`config.mk`:
```
export PLATFORM = sky130hd
export DESIGN_NAME = instruction_fetch
export DESIGN_NICKNAME = d
export VERILOG_FILES = /design/src/rtl/instruction_fetch_pkg.sv /design/src/rtl/instruction_fetch_return_stack.sv /design/src/rtl/instruction_fetch.sv
export SDC_FILE = /design/constraint.sdc
export NUM_CORES = 1
export LEC_CHECK = 0
export BUFFER_PORTS_ARGS = -buffer_cell sky130_fd_sc_hd__buf_2
export CORE_UTILIZATION = 40
export DETAILED_ROUTE_END_ITERATION = 10
export SETUP_SLACK_MARGIN = 0.1
export SLEW_MARGIN = 20
export SYNTH_ARGS = -nofsm -noshare
export SYNTH_HDL_FRONTEND = slang
export SYNTH_SLANG_ARGS = --single-unit
export TNS_END_PERCENT = 50
```
`constraint.sdc`:
```
create_clock -name clk -period 2.66 [get_ports clk]
set_input_delay 0 -clock clk [delete_from_list [all_inputs] [get_ports clk]]
set_output_delay 0 -clock clk [all_outputs]
set_load 0.005 [all_outputs]
```
`src/rtl/instruction_fetch_pkg.sv`:
```
`default_nettype none
// +----------------------------------------------------------------------+
// | instruction_fetch_pkg : shared fetch-side constants and field slices |
// | Revision 1.0                                                         |
// +----------------------------------------------------------------------+
package instruction_fetch_pkg;

  localparam int          PC_W        = 13;
  localparam int          STK_DEPTH   = 8;
  localparam int          INSTR_W     = 14;
  localparam logic [13:0] NOP         = 14'h0000;

  // GOTO/CALL literal field and the PCLATH bits that extend it
  localparam int          LIT_MSB     = 10;
  localparam int          LIT_LSB     = 0;
  localparam int          PCLATH_JMSB = 4;
  localparam int          PCLATH_JLSB = 3;

endpackage : instruction_fetch_pkg
`default_nettype wire

```
`src/rtl/instruction_fetch_return_stack.sv`:
```
`default_nettype none
// +----------------------------------------------------------------------+
// | instruction_fetch_return_stack : circular LIFO of return addresses   |
// | Revision 1.0                                                         |
// +----------------------------------------------------------------------+
module instruction_fetch_return_stack #(
  parameter int WIDTH = 13,
  parameter int DEPTH = 8
) (
  input  logic             clk,
  input  logic             rst,
  input  logic             push,
  input  logic             pop,
  input  logic [WIDTH-1:0] din,
  output logic [WIDTH-1:0] dout,
  output logic             ovf,
  output logic             unf
);

  localparam int SPW = $clog2(DEPTH);
  localparam int CW  = SPW + 1;
  localparam logic [CW-1:0]  c_full = CW'(DEPTH);
  localparam logic [SPW-1:0] c_one  = SPW'(1);

  logic [WIDTH-1:0] mem [DEPTH];
  logic [SPW-1:0]   sp;
  logic [CW-1:0]    count;
  logic             do_push;

  // Pop has priority; a simultaneous push is dropped.
  assign do_push = push && !pop;
  assign dout    = mem[sp - c_one];

  always_ff @(posedge clk or posedge rst) begin
    if (rst) begin
      sp    <= '0;
      count <= '0;
      ovf   <= 1'b0;
      unf   <= 1'b0;
    end else if (pop) begin
      sp <= sp - c_one;
      if (count == '0) unf <= 1'b1;
      else             count <= count - CW'(1);
    end else if (do_push) begin
      sp <= sp + c_one;
      if (count == c_full) ovf <= 1'b1;
      else                 count <= count + CW'(1);
    end
  end

  // Storage is deliberately left unreset.
  always_ff @(posedge clk) begin
    if (do_push) mem[sp] <= din;
  end

endmodule : instruction_fetch_return_stack
`default_nettype wire

```
`src/rtl/instruction_fetch.sv`:
```
`default_nettype none
// +----------------------------------------------------------------------+
// | instruction_fetch : program counter, instruction register, stack     |
// | Revision 1.0                                                         |
// +----------------------------------------------------------------------+
module instruction_fetch
  import instruction_fetch_pkg::*;
#(
  parameter int          PC_WIDTH    = PC_W,
  parameter int          STACK_DEPTH = STK_DEPTH,
  parameter logic [13:0] NOP_WORD    = NOP
) (
  input  logic                clk,
  input  logic                rst,
  output logic [PC_WIDTH-1:0] prog_addr,
  input  logic [13:0]         prog_data,
  output logic [13:0]         instr_current,
  input  logic                instr_rd_en,
  input  logic                instr_flush,
  input  logic                pc_incr_en,
  input  logic                pc_j_en,
  input  logic                stack_push,
  input  logic                stack_pop,
  input  logic [4:0]          pclath,
  input  logic                pcl_wr_en,
  input  logic [7:0]          pcl_wr_data,
  output logic [7:0]          pcl,
  output logic                stk_ovf,
  output logic                stk_unf
);

  logic [PC_WIDTH-1:0] pc;
  logic [PC_WIDTH-1:0] pc_next;
  logic [PC_WIDTH-1:0] stk_top;
  logic [PC_WIDTH-1:0] jump_target;
  logic [PC_WIDTH-1:0] pcl_target;

  assign jump_target = PC_WIDTH'({pclath[PCLATH_JMSB:PCLATH_JLSB],
                                  instr_current[LIT_MSB:LIT_LSB]});
  assign pcl_target  = PC_WIDTH'({pclath, pcl_wr_data});

  assign prog_addr = pc;
  assign pcl       = pc[7:0];

  always_comb begin
    pc_next = pc;
    if (stack_pop)       pc_next = stk_top;
    else if (pc_j_en)    pc_next = jump_target;
    else if (pcl_wr_en)  pc_next = pcl_target;
    else if (pc_incr_en) pc_next = pc + PC_WIDTH'(1);
  end

  always_ff @(posedge clk or posedge rst) begin
    if (rst) begin
      pc            <= '0;
      instr_current <= NOP_WORD;
    end else begin
      pc <= pc_next;
      if (instr_flush)      instr_current <= NOP_WORD;
      else if (instr_rd_en) instr_current <= prog_data;
    end
  end

  // Pre-edge pc is already the return address thanks to the prefetch.
  instruction_fetch_return_stack #(
    .WIDTH (PC_WIDTH),
    .DEPTH (STACK_DEPTH)
  ) u_stack (
    .clk  (clk),
    .rst  (rst),
    .push (stack_push),
    .pop  (stack_pop),
    .din  (pc),
    .dout (stk_top),
    .ovf  (stk_ovf),
    .unf  (stk_unf)
  );

endmodule : instruction_fetch
`default_nettype wire

```
==> metrics.md, run 1 <==
| Metric | Value |
|---|---|
| Outcome | `complete, no violations` |
| Core Region | `0.0151 mm2` |
| DR vias | `4111` |
| Upper clock frequency limit | `0.419 GHz` |
| Die width | `126 um` |
| Crit Path Max Fanout | `8` |
| Number of nets in the layout | `595` |
| Synth Net Count | `475` |
| Cts repair resizes | `0` |
| PortBufs | `72` |
| Vias in the first global route | `4153` |
| Ys flop type | `edfxtp_1` |
| Sum of negative setup slack | `0 ps` |
| Placed Area | `0.00681 mm2` |
| Syn avg cell area | `14.3 um2` |
| Routability Congestion | `0.855` |
| Post-CTS Setup Bufs | `0` |
| H-tree Lvls | `4` |
| Largest net degree at the start of global routing | `26` |
| GR Util met1 | `26.6%` |
| Commonest non-fill, non-tap cell in the layout | `edfxtp_1` |
| Diode count | `0` |
| CP startpoint kind | `register` |
| Vias per inst | `5.45` |
| Post-synth ARST share | `25.7%` |
| Clock root buffer | `clkbuf_16` |
| Sequential element share of the synthesized area | `65.0%` |
| Global-route wire length before repair | `23.4 mm` |
| Cts bufs inserted | `17` |
| Gr ovfl total | `0` |
| Routed len/inst | `19.7 um` |
| CTS clock-pin slew for the worst setup and hold paths | `60 ps` |
| Kind of critical path | `reg2reg` |
| Clock Sinks | `140` |
| HPWL Detailed | `9.88 mm` |
| CP arrival | `2680 ps` |
| Number of synthesized flops with an enable pin | `104` |
| CTS tree | `yes` |
| Post-route DRC violation count | `0` |
| Gr usage total | `20.0%` |
| Setup ws final | `271 ps` |
| Synth warn | `0` |
| Share of cells above drive strength 1 | `25.8%` |
| Most Used Layer, Global Route | `met2` |
| Met2 Usage GRT | `31.5%` |
| CTS Buffer Depth | `2` |
| I/O pin count | `73` |
| P per Cell Area | `1120 mW/mm2` |
| Std cell rows | `45` |
| Syn Inst Count | `433` |
| Leakage power | `3.08 nW` |
| Die Y | `126 um` |
| GR Layer Usage met3 | `4.64%` |
| Setup WS pre-CTS | `290 ps` |
| Hold crit path type | `in2reg` |
| Slew HR | `37.2%` |
| Clock latency on the worst-skew pair | `420 ps` |
| Initial core utilization | `40.9%` |
| Detailed Route WL | `14.9 mm` |
| Worst-Margin Slew | `933 ps` |
| Antenna violations before repair | `0` |
| Setup violators final | `0` |
| RSZ-0062 raised after global routing | `false` |
| First-pass iteration count of the detailed router | `5` |
| FF+latch count, synth | `140` |
| Synth-to-Final Area Change | `25.4%` |
| Clk_skew | `7.62 ps` |
| Library cells used by synthesis | `47` |
| Max Slew Vio Count | `0` |
| Final instance area | `0.00776 mm2` |
| Routed Antenna Nets | `0` |
| Final Cycle Share | `89.8%` |
| Largest area contributor in the netlist | `edfxtp_1` |
| Final hold vios | `0` |
| Minimum clock period | `2390 ps` |
| Initial DRC Count | `263` |
| Worst endpoint required time | `2950 ps` |
| Full die area | `0.0160 mm2` |
| Peak VDD IR | `713 uV` |
| Share of the synthesized area in the top cell type | `50.4%` |
| CP endpoint kind | `register` |
| Main area contributors after synthesis | `edfxtp_1 50%, dfrtp_1 15%, mux4_2 5.8%, mux2i_1 4.7%, nor2_1 2.4%` |
| Synth Cell Area | `0.00619 mm2` |
| Maxcap violations | `0` |
| Commonest cells after routing, fill and taps aside | `104 x edfxtp_1, 72 x buf_2, 40 x nor2_1` |
worst max-delay path, cell delays in order (launching register included):
cell and delay, ps:
dfrtp_1 450, inv_1 120, ha_1 320, xor2_4 340
buf_4 240, mux4_1 550, mux2i_1 160, o22ai_1 90
through the flow:
step	std cells	power [mW]	utilization, %	hold slack (ps)
floorplan	433	5.28	-	66.4
global placement	689	6.10	45.0	213
detailed placement	689	6.18	45.0	214
CTS	754	8.72	51.2	29.1
global route	754	9.10	51.2	57.3
finish	754	8.66	51.2	41.5
flip-flops by register name (all words and copies together), names as in the netlist:
name           count
u_stack.mem      104
prog_addr         13
instr_current     14
u_stack.count      4
u_stack.sp         3
u_stack.ovf        1
u_stack.unf        1
per-layer routing:
metal	vias up	part of all wire, %
met5	-	0
met1	2082	44
met2	131	49
li1	1875	-
met4	0	1.8
met3	23	5.5
final timing paths:
path | cells after the start | slack (ps) | end | from
min | 5 | 40 | prog_addr[9] | pclath[1]
max reg2reg | 7 | 270 | prog_addr[5] | u_stack.sp[1]
max | 7 | 270 | prog_addr[5] | u_stack.sp[1]
min in group asynchronous | 3 | 300 | instr_current[12] | rst
min reg2reg | 1 | 460 | u_stack.unf | u_stack.unf
max in group asynchronous | 4 | 1600 | prog_addr[6] | rst
timing repair:
| action | 4_1_cts | 5_1_grt |
|---|---|---|
| hold buffers | 33 | 0 |
| setup endpoints to repair | 0 | 0 |
| hold endpoints to repair | 41 | 0 |
power breakdown:
part / leakage (nW) / switching (mW) / total (mW) / internal (mW)
registers: 1.39 / 0.514 / 3.43 / 2.92
clock network: 0.300 / 0.853 / 2.49 / 1.64
logic: 1.39 / 1.43 / 2.74 / 1.31
total: 3.08 / 2.80 / 8.66 / 5.86
final cells by class:
type	count	area, um2
tap	188	235
timing repair buffer	131	886
multi-input combinational	255	1960
clock buffer	24	482
inverter	8	30.0
clock inverter	8	140
sequential	140	4020
fill	1285	7380
synth_stat cells, types with 2 or more instances:
cell type  number
edfxtp_1      104
nor2_1         40
dfrtp_1        36
nand2_1        35
mux2i_1        29
a21oi_1        25
mux4_2         16
o21ai_0        16
clkbuf_1       12
buf_4          10
xnor2_1         9
nand3_1         8
inv_1           7
nor2b_1         7
a31oi_1         5
buf_2           5
ha_1            5
nor3_1          5
xor2_1          5
a2111oi_0       4
a22oi_1         4
mux4_1          4
nor4_1          4
a21o_1          3
and3_1          3
nand2b_1        3
nand4_1         3
a211o_1         2
a221oi_1        2
and4_1          2
buf_6           2
o211ai_1        2
o22ai_1         2
logic make-up after synthesis:
| logic type | count (synthesis) | synth area share (%) |
|---|---|---|
| muxes | 50 | 12.4 |
| xor gates and xnor gates | 15 | 2.43 |
| AOI/OAI and AO/OA | 71 | 7.11 |
| DFF | 140 | 65.0 |
| buffers and inverters | 38 | 3.44 |
| and+or+nand+nor | 113 | 8.31 |
| adders and majority gates | 6 | 1.33 |
Power figures use the tool's default switching activity.
==> inputs of run 2 (changes only) <==
--- a/config.mk
+++ b/config.mk
@@ -8,6 +8,7 @@
 export BUFFER_PORTS_ARGS = -buffer_cell sky130_fd_sc_hd__buf_2
 export CORE_UTILIZATION = 40
 export DETAILED_ROUTE_END_ITERATION = 10
+export PLACE_DENSITY = 0.65
 export SETUP_SLACK_MARGIN = 0.1
 export SLEW_MARGIN = 20
 export SYNTH_ARGS = -nofsm -noshare
==> run 2 against run 1 <==
Hold slack worse by 22 ps. Largest power group unchanged. Clock-buffer cell count is 5 lower. Non-clock buffer count is 7 lower. Die area stayed put. Final cell count is 0.93% lower. Largest cell class unchanged. Design area is 0.81% lower.
==> metrics.md, run 2 (synthesis results as in run 1) <==
| Metric | Value |
|---|---|
| Crit Path Max Fanout | `8 (unchanged)` |
| Clock root buffer | `clkbuf_16` |
| P per Cell Area | `1090 mW/mm2 (-2.3%)` |
| Non-Filler Instances | `747 (-0.93%)` |
| CTS clock-pin slew for the worst setup and hold paths | `60 ps (about the same)` |
| Placed Area | `0.00677 mm2 (-0.51%)` |
| Routability Congestion | `0.806 (-5.7%)` |
| Kind of critical path | `reg2reg` |
| Vias in the first global route | `4092 (-1.5%)` |
| Final hold vios | `0 (unchanged)` |
| Clock latency on the worst-skew pair | `430 ps (about the same)` |
| Share of cells above drive strength 1 | `25.6% (-0.21 points)` |
| Layout Utilization | `50.8% (-0.41 points)` |
| RR Endpoint | `prog_addr[5]` |
| Worst flop-to-flop path startpoint | `u_stack.sp[1]` |
| Std cell rows | `45 (unchanged)` |
| DR vias | `4107 (-0.097%)` |
| Worst setup endpoint | `prog_addr[5]` |
| Gr usage total | `19.8% (-0.21 points)` |
| Setup WS pre-CTS | `227 ps (-63.5 ps)` |
| HPWL Detailed | `9.24 mm (-6.4%)` |
| CP endpoint kind | `register` |
| CTS tree | `yes` |
| H-tree Lvls | `4 (unchanged)` |
| Final instance area | `0.00770 mm2 (-0.81%)` |
| Outcome | `complete, no violations` |
| First-pass iteration count of the detailed router | `5 (unchanged)` |
| Core Region | `0.0151 mm2 (unchanged)` |
| Crit. Startpoint | `u_stack.sp[1]` |
| Number of nets in the layout | `588 (-1.2%)` |
| Peak VDD IR | `582 uV (-18%)` |
| Routed len/inst | `19.9 um (+1.3%)` |
| Max FFs per register | `104 (unchanged)` |
| CP arrival | `2750 ps (+70 ps)` |
| R2R cell count | `7 (unchanged)` |
| I/O pin count | `73 (unchanged)` |
| Cts bufs inserted | `17 (unchanged)` |
| Upper clock frequency limit | `0.409 GHz (-2.3%)` |
| Clk_skew | `6.12 ps (-1.50 ps)` |
| Worst-Margin Slew | `942 ps (+8.58 ps)` |
| Synth-to-Final Area Change | `24.4%` |
| Final Cycle Share | `92.0% (+2.1 points)` |
| Diode count | `0 (unchanged)` |
| DP Cell Count | `681 (-1.2%)` |
| CTS Buffer Depth | `2 (unchanged)` |
| Largest Register | `u_stack.mem` |
| Gr ovfl total | `0 (unchanged)` |
| Clock Sinks | `140 (unchanged)` |
| Die Y | `126 um (unchanged)` |
| Antenna violations before repair | `0 (unchanged)` |
| Global-route wire length before repair | `23.1 mm (-1.0%)` |
| Setup violators final | `0 (unchanged)` |
| Setup ws final | `214 ps (-57.0 ps)` |
| Commonest cells after routing, fill and taps aside | `104 x edfxtp_1, 72 x buf_2, 40 x nor2_1` |
| Slew HR | `36.6% (-0.58 points)` |
| Post-route DRC violation count | `0 (unchanged)` |
| Sum of negative setup slack | `0 ps (unchanged)` |
| Power, Total | `8.39 mW (-3.1%)` |
| Worst endpoint required time | `2960 ps (about the same)` |
| Initial DRC Count | `315 (+20%)` |
| Max Slew Vio Count | `0 (unchanged)` |
| Commonest non-fill, non-tap cell in the layout | `edfxtp_1` |
| Detailed Route WL | `14.9 mm (+0.34%)` |
| PortBufs | `72 (unchanged)` |
| Routed Antenna Nets | `0 (unchanged)` |
| CP startpoint kind | `register` |
| Vias per inst | `5.50 (+0.84%)` |
| Full die area | `0.0160 mm2 (unchanged)` |
| Maxcap violations | `0 (unchanged)` |
| Leakage power | `3.03 nW (-1.6%)` |
| R2R Setup Slk | `210 ps (-60 ps)` |
| Largest net degree at the start of global routing | `37 (+42%)` |
| RSZ-0062 raised after global routing | `false` |
| Die width | `126 um (unchanged)` |
| Worst hold slack | `20.0 ps (-21.5 ps)` |
| Initial core utilization | `40.9% (unchanged)` |
| Minimum clock period | `2450 ps (+57.0 ps)` |
| Hold crit path type | `in2reg` |
[run 2: power breakdown]
part	total, mW	internal [mW]	switching, mW
Clock	2.32	1.41	0.909
Combinational	2.69	1.30	1.39
Sequential	3.38	2.92	0.468
[run 2: area by class of cell]
class | count | area (um2)
inverters | 8 | 30.0
clock inverters | 13 | 141
well taps | 188 | 235
repair buffers | 124 | 861
fillers | 1229 | 7450
multi-input cells | 255 | 1960
clock buffers | 19 | 443
flip-flops and latches | 140 | 4020
[run 2: worst min path at each step]
stage / startpoint / to / slack [ps] / cells after the start
after floorplan: instr_flush / instr_current[10] / 70 / 1
after global placement: rst / u_stack.ovf / 140 / 3
after detailed placement: rst / u_stack.count[3] / 150 / 3
after CTS: pcl_wr_data[3] / prog_addr[3] / 8 / 5
after global routing: pclath[0] / prog_addr[8] / 60 / 4
final: pcl_wr_data[3] / prog_addr[3] / 20 / 5
[run 2: repair_timing]
| item | CTS | global route |
|---|---|---|
| buffers inserted | 0 | 0 |
| endpoints found under the setup margin | 0 | 0 |
| hold buffers | 34 | 0 |
| gates resized for setup | 0 | 0 |
| hold endpoints to repair | 58 | 0 |
[run 2: worst max-delay path, stage by stage, from the launching register on]
cell and delay (ps):
dfrtp_1 450, inv_1 140, ha_1 330, xor2_4 370, buf_4 260, mux4_1 550, mux2i_1 140, o22ai_1 90
[run 2: layer usage]
metal  GRT usage, %  wire length (um)
met1           25.0              6080
met2           31.9              7350
met3           5.23              1030
met4           9.43               449
met5              0                 0
==> inputs of run 3 (changes only) <==
--- a/config.mk
+++ b/config.mk
@@ -6,6 +6,7 @@
 export NUM_CORES = 1
 export LEC_CHECK = 0
 export BUFFER_PORTS_ARGS = -buffer_cell sky130_fd_sc_hd__buf_2
+export CORE_ASPECT_RATIO = 0.6
 export CORE_UTILIZATION = 40
 export DETAILED_ROUTE_END_ITERATION = 10
 export PLACE_DENSITY = 0.65
==> run 3 against run 2 <==
Clock-buffer cell count shrank 1. Combinational power grew 7%. Fmax grew 4.6%. Clock skew grew 2.8 ps. Total power grew 5.1%. Flip-flop and latch count is the same. Hold slack gained 4.0 ps. First-iteration DRC count grew 63%. Register-to-register slack gained 110 ps. Die area grew 0.11%. Via count grew 1.5%. Worst setup slack gained 110 ps. Critical endpoint is now prog_addr[9]. Largest cell class unchanged. Largest power group unchanged. Highest routed layer unchanged.
==> metrics.md, run 3 (synthesis results as in run 1) <==
| Metric | Value |
|---|---|
| Outcome | `complete, no violations` |
| Multi-input logic area | `0.00196 mm2 (unchanged)` |
| Final instance area | `0.00779 mm2 (+1.2%)` |
| Initial DRC Count | `512 (+63%)` |
| Minimum clock period | `2340 ps (-107 ps)` |
| Die Y | `98.4 um (-22%)` |
| Antenna violations before repair | `0 (unchanged)` |
| Setup ws final | `321 ps (+107 ps)` |
| Diode count | `0 (unchanged)` |
| Max Slew Vio Count | `0 (unchanged)` |
| Crit Path Max Fanout | `6 (-2)` |
| Filler cell count | `1245 (+1.3%)` |
| Worst endpoint required time | `2940 ps (-20 ps)` |
| Switching pwr | `2.87 mW (+3.7%)` |
| I/O pin count | `73 (unchanged)` |
| Setup violators final | `0 (unchanged)` |
| First-pass iteration count of the detailed router | `5 (unchanged)` |
| Worst-Margin Slew | `890 ps (-52.0 ps)` |
| Vias in the first global route | `4160 (+1.7%)` |
| Sum of negative setup slack | `0 ps (unchanged)` |
| Clock latency on the worst-skew pair | `420 ps (about the same)` |
| Setup WS pre-CTS | `226 ps (-0.914 ps)` |
| Final Cycle Share | `87.9% (-4.0 points)` |
| Comb pwr share | `32.6% (+0.5 points)` |
| Gr usage total | `21.0% (+1.2 points)` |
| CP endpoint kind | `register` |
| Routability Congestion | `0.863 (+7.1%)` |
| Clock group share of total power | `28.8% (+1.2 points)` |
| Vias per inst | `5.47 (-0.54%)` |
| CTS clock-pin slew for the worst setup and hold paths | `60 ps (about the same)` |
| Leakage power | `3.09 nW (+1.8%)` |
| PortBufs | `72 (unchanged)` |
| CTS Buffer Depth | `2 (unchanged)` |
| Sequential share of power | `38.5% (-1.8 points)` |
| Clk_skew | `8.96 ps (+2.84 ps)` |
| Maxcap violations | `0 (unchanged)` |
| Share of cells above drive strength 1 | `25.9% (+0.31 points)` |
| Power Internal | `5.95 mW (+5.8%)` |
| Post-route DRC violation count | `0 (unchanged)` |
| Kind of critical path | `reg2reg` |
| Switching part of the total | `32.5% (-0.45 points)` |
| Largest Register | `u_stack.mem` |
| Commonest non-fill, non-tap cell in the layout | `edfxtp_1` |
| Worst setup endpoint | `prog_addr[9]` |
| H-tree Lvls | `4 (unchanged)` |
| Core Region | `0.0148 mm2 (-2.3%)` |
| HPWL Detailed | `9.97 mm (+7.9%)` |
| Clock root buffer | `clkbuf_16` |
| RR Endpoint | `prog_addr[9]` |
| Placed Area | `0.00681 mm2 (+0.55%)` |
| R2R cell count | `8 (+1)` |
| R2R Setup Slk | `320 ps (+110 ps)` |
| CP startpoint kind | `register` |
| Layout Utilization | `52.6% (+1.8 points)` |
| RSZ-0062 raised after global routing | `false` |
| Routed Antenna Nets | `0 (unchanged)` |
| P per Cell Area | `1130 mW/mm2 (+3.9%)` |
| Slew HR | `40.6% (+4.0 points)` |
| Global-route wire length before repair | `24.2 mm (+4.8%)` |
| CP arrival | `2610 ps (-140 ps)` |
| Largest net degree at the start of global routing | `36 (-2.7%)` |
| Clock Sinks | `140 (unchanged)` |
| Peak VDD IR | `660 uV (+13%)` |
| Gr ovfl total | `0 (unchanged)` |
| Routed len/inst | `20.8 um (+4.1%)` |
| Number of nets in the layout | `593 (+0.85%)` |
| Full die area | `0.0160 mm2 (+0.11%)` |
| Std cell rows | `34 (-24%)` |
| Upper clock frequency limit | `0.427 GHz (+4.6%)` |
| Final hold vios | `0 (unchanged)` |
| Max FFs per register | `104 (unchanged)` |
| Initial core utilization | `41.8% (+0.94 points)` |
| Crit. Startpoint | `u_stack.sp[1]` |
| Hold crit path type | `in2reg` |
| Cts bufs inserted | `17 (unchanged)` |
| CTS tree | `yes` |
| Detailed Route WL | `15.8 mm (+6.1%)` |
| Worst flop-to-flop path startpoint | `u_stack.sp[1]` |
| Synth-to-Final Area Change | `25.8%` |
| Register Area | `0.00402 mm2 (unchanged)` |
| Worst hold slack | `24.0 ps (+3.98 ps)` |
| Die width | `163 um (+29%)` |
| Commonest cells after routing, fill and taps aside | `104 x edfxtp_1, 72 x buf_2, 40 x nor2_1` |
| DR vias | `4167 (+1.5%)` |
| WHS Path Cells | `4 (-1)` |
[run 3: changes by cell type in the layout (fill, tap and decap cells not counted)]
cell           delta
dlygate4sd3_1     -2
inv_6             -3
clkinv_2          -1
clkinv_1          +4
clkinvlp_4        -2
bufinv_16         +3
buf_4             +7
clkbuf_8          -1
[run 3: repair_timing]
action / CTS / global route
endpoints found under the setup margin: 0 / 1
setup buffers: 0 / 2
gates resized for setup: 0 / 0
hold endpoints to repair: 39 / 0
hold buffers: 32 / 0
[run 3: worst max-delay path, stage by stage (launching register included)]
cell and delay [ps]:
dfrtp_1 450, inv_1 120, ha_1 310, xor2_4 210, buf_12 140, mux4_1 550, mux2_2 270, nand2_1 60
o41ai_1 80
[run 3: metrics by stage]
stage | power [mW] | std cells
finish | 8.82 | 762
CTS | 8.74 | 760
global route | 9.25 | 762
detailed placement | 6.17 | 696
floorplan | 5.28 | 433
global placement | 6.08 | 696
[run 3: how the worst min path moves through the flow]
stage / startpoint / to
3_3_place_gp: rst / prog_addr[11]
2_1_floorplan: instr_flush / instr_current[10]
3_5_place_dp: rst / instr_current[10]
6_report: pcl_wr_data[6] / prog_addr[6]
5_1_grt: pcl_wr_data[6] / prog_addr[6]
4_1_cts: pclath[0] / prog_addr[8]
[run 3: metal layers]
metal	global-route usage [%]	routed length [um]	part of all wire, %
met3	5.73	1250	7.9
met2	30.2	7060	45
met5	0	0	0
met1	31.0	7330	46
met4	5.90	182	1.2
[run 3: power by group through the flow]
stage                     clock network (mW)  logic, mW  registers [mW]
after floorplan                            0       1.99            3.29
after CTS                               2.57       2.79            3.39
after detailed placement                   0       2.74            3.43
after global placement                     0       2.69            3.39
final                                   2.54       2.88            3.40
after global routing                    2.66       3.14            3.45
[run 3: layout make-up]
| cell class | instances | share of cell area [%] |
|---|---|---|
| sequential | 140 | 51.7 |
| multi-input combinational | 255 | 25.2 |
| timing repair buffer | 129 | 11.5 |
| inverter | 8 | 0.386 |
| tap | 198 | 3.18 |
| clock buffer | 18 | 5.51 |
| clock inverter | 14 | 2.57 |
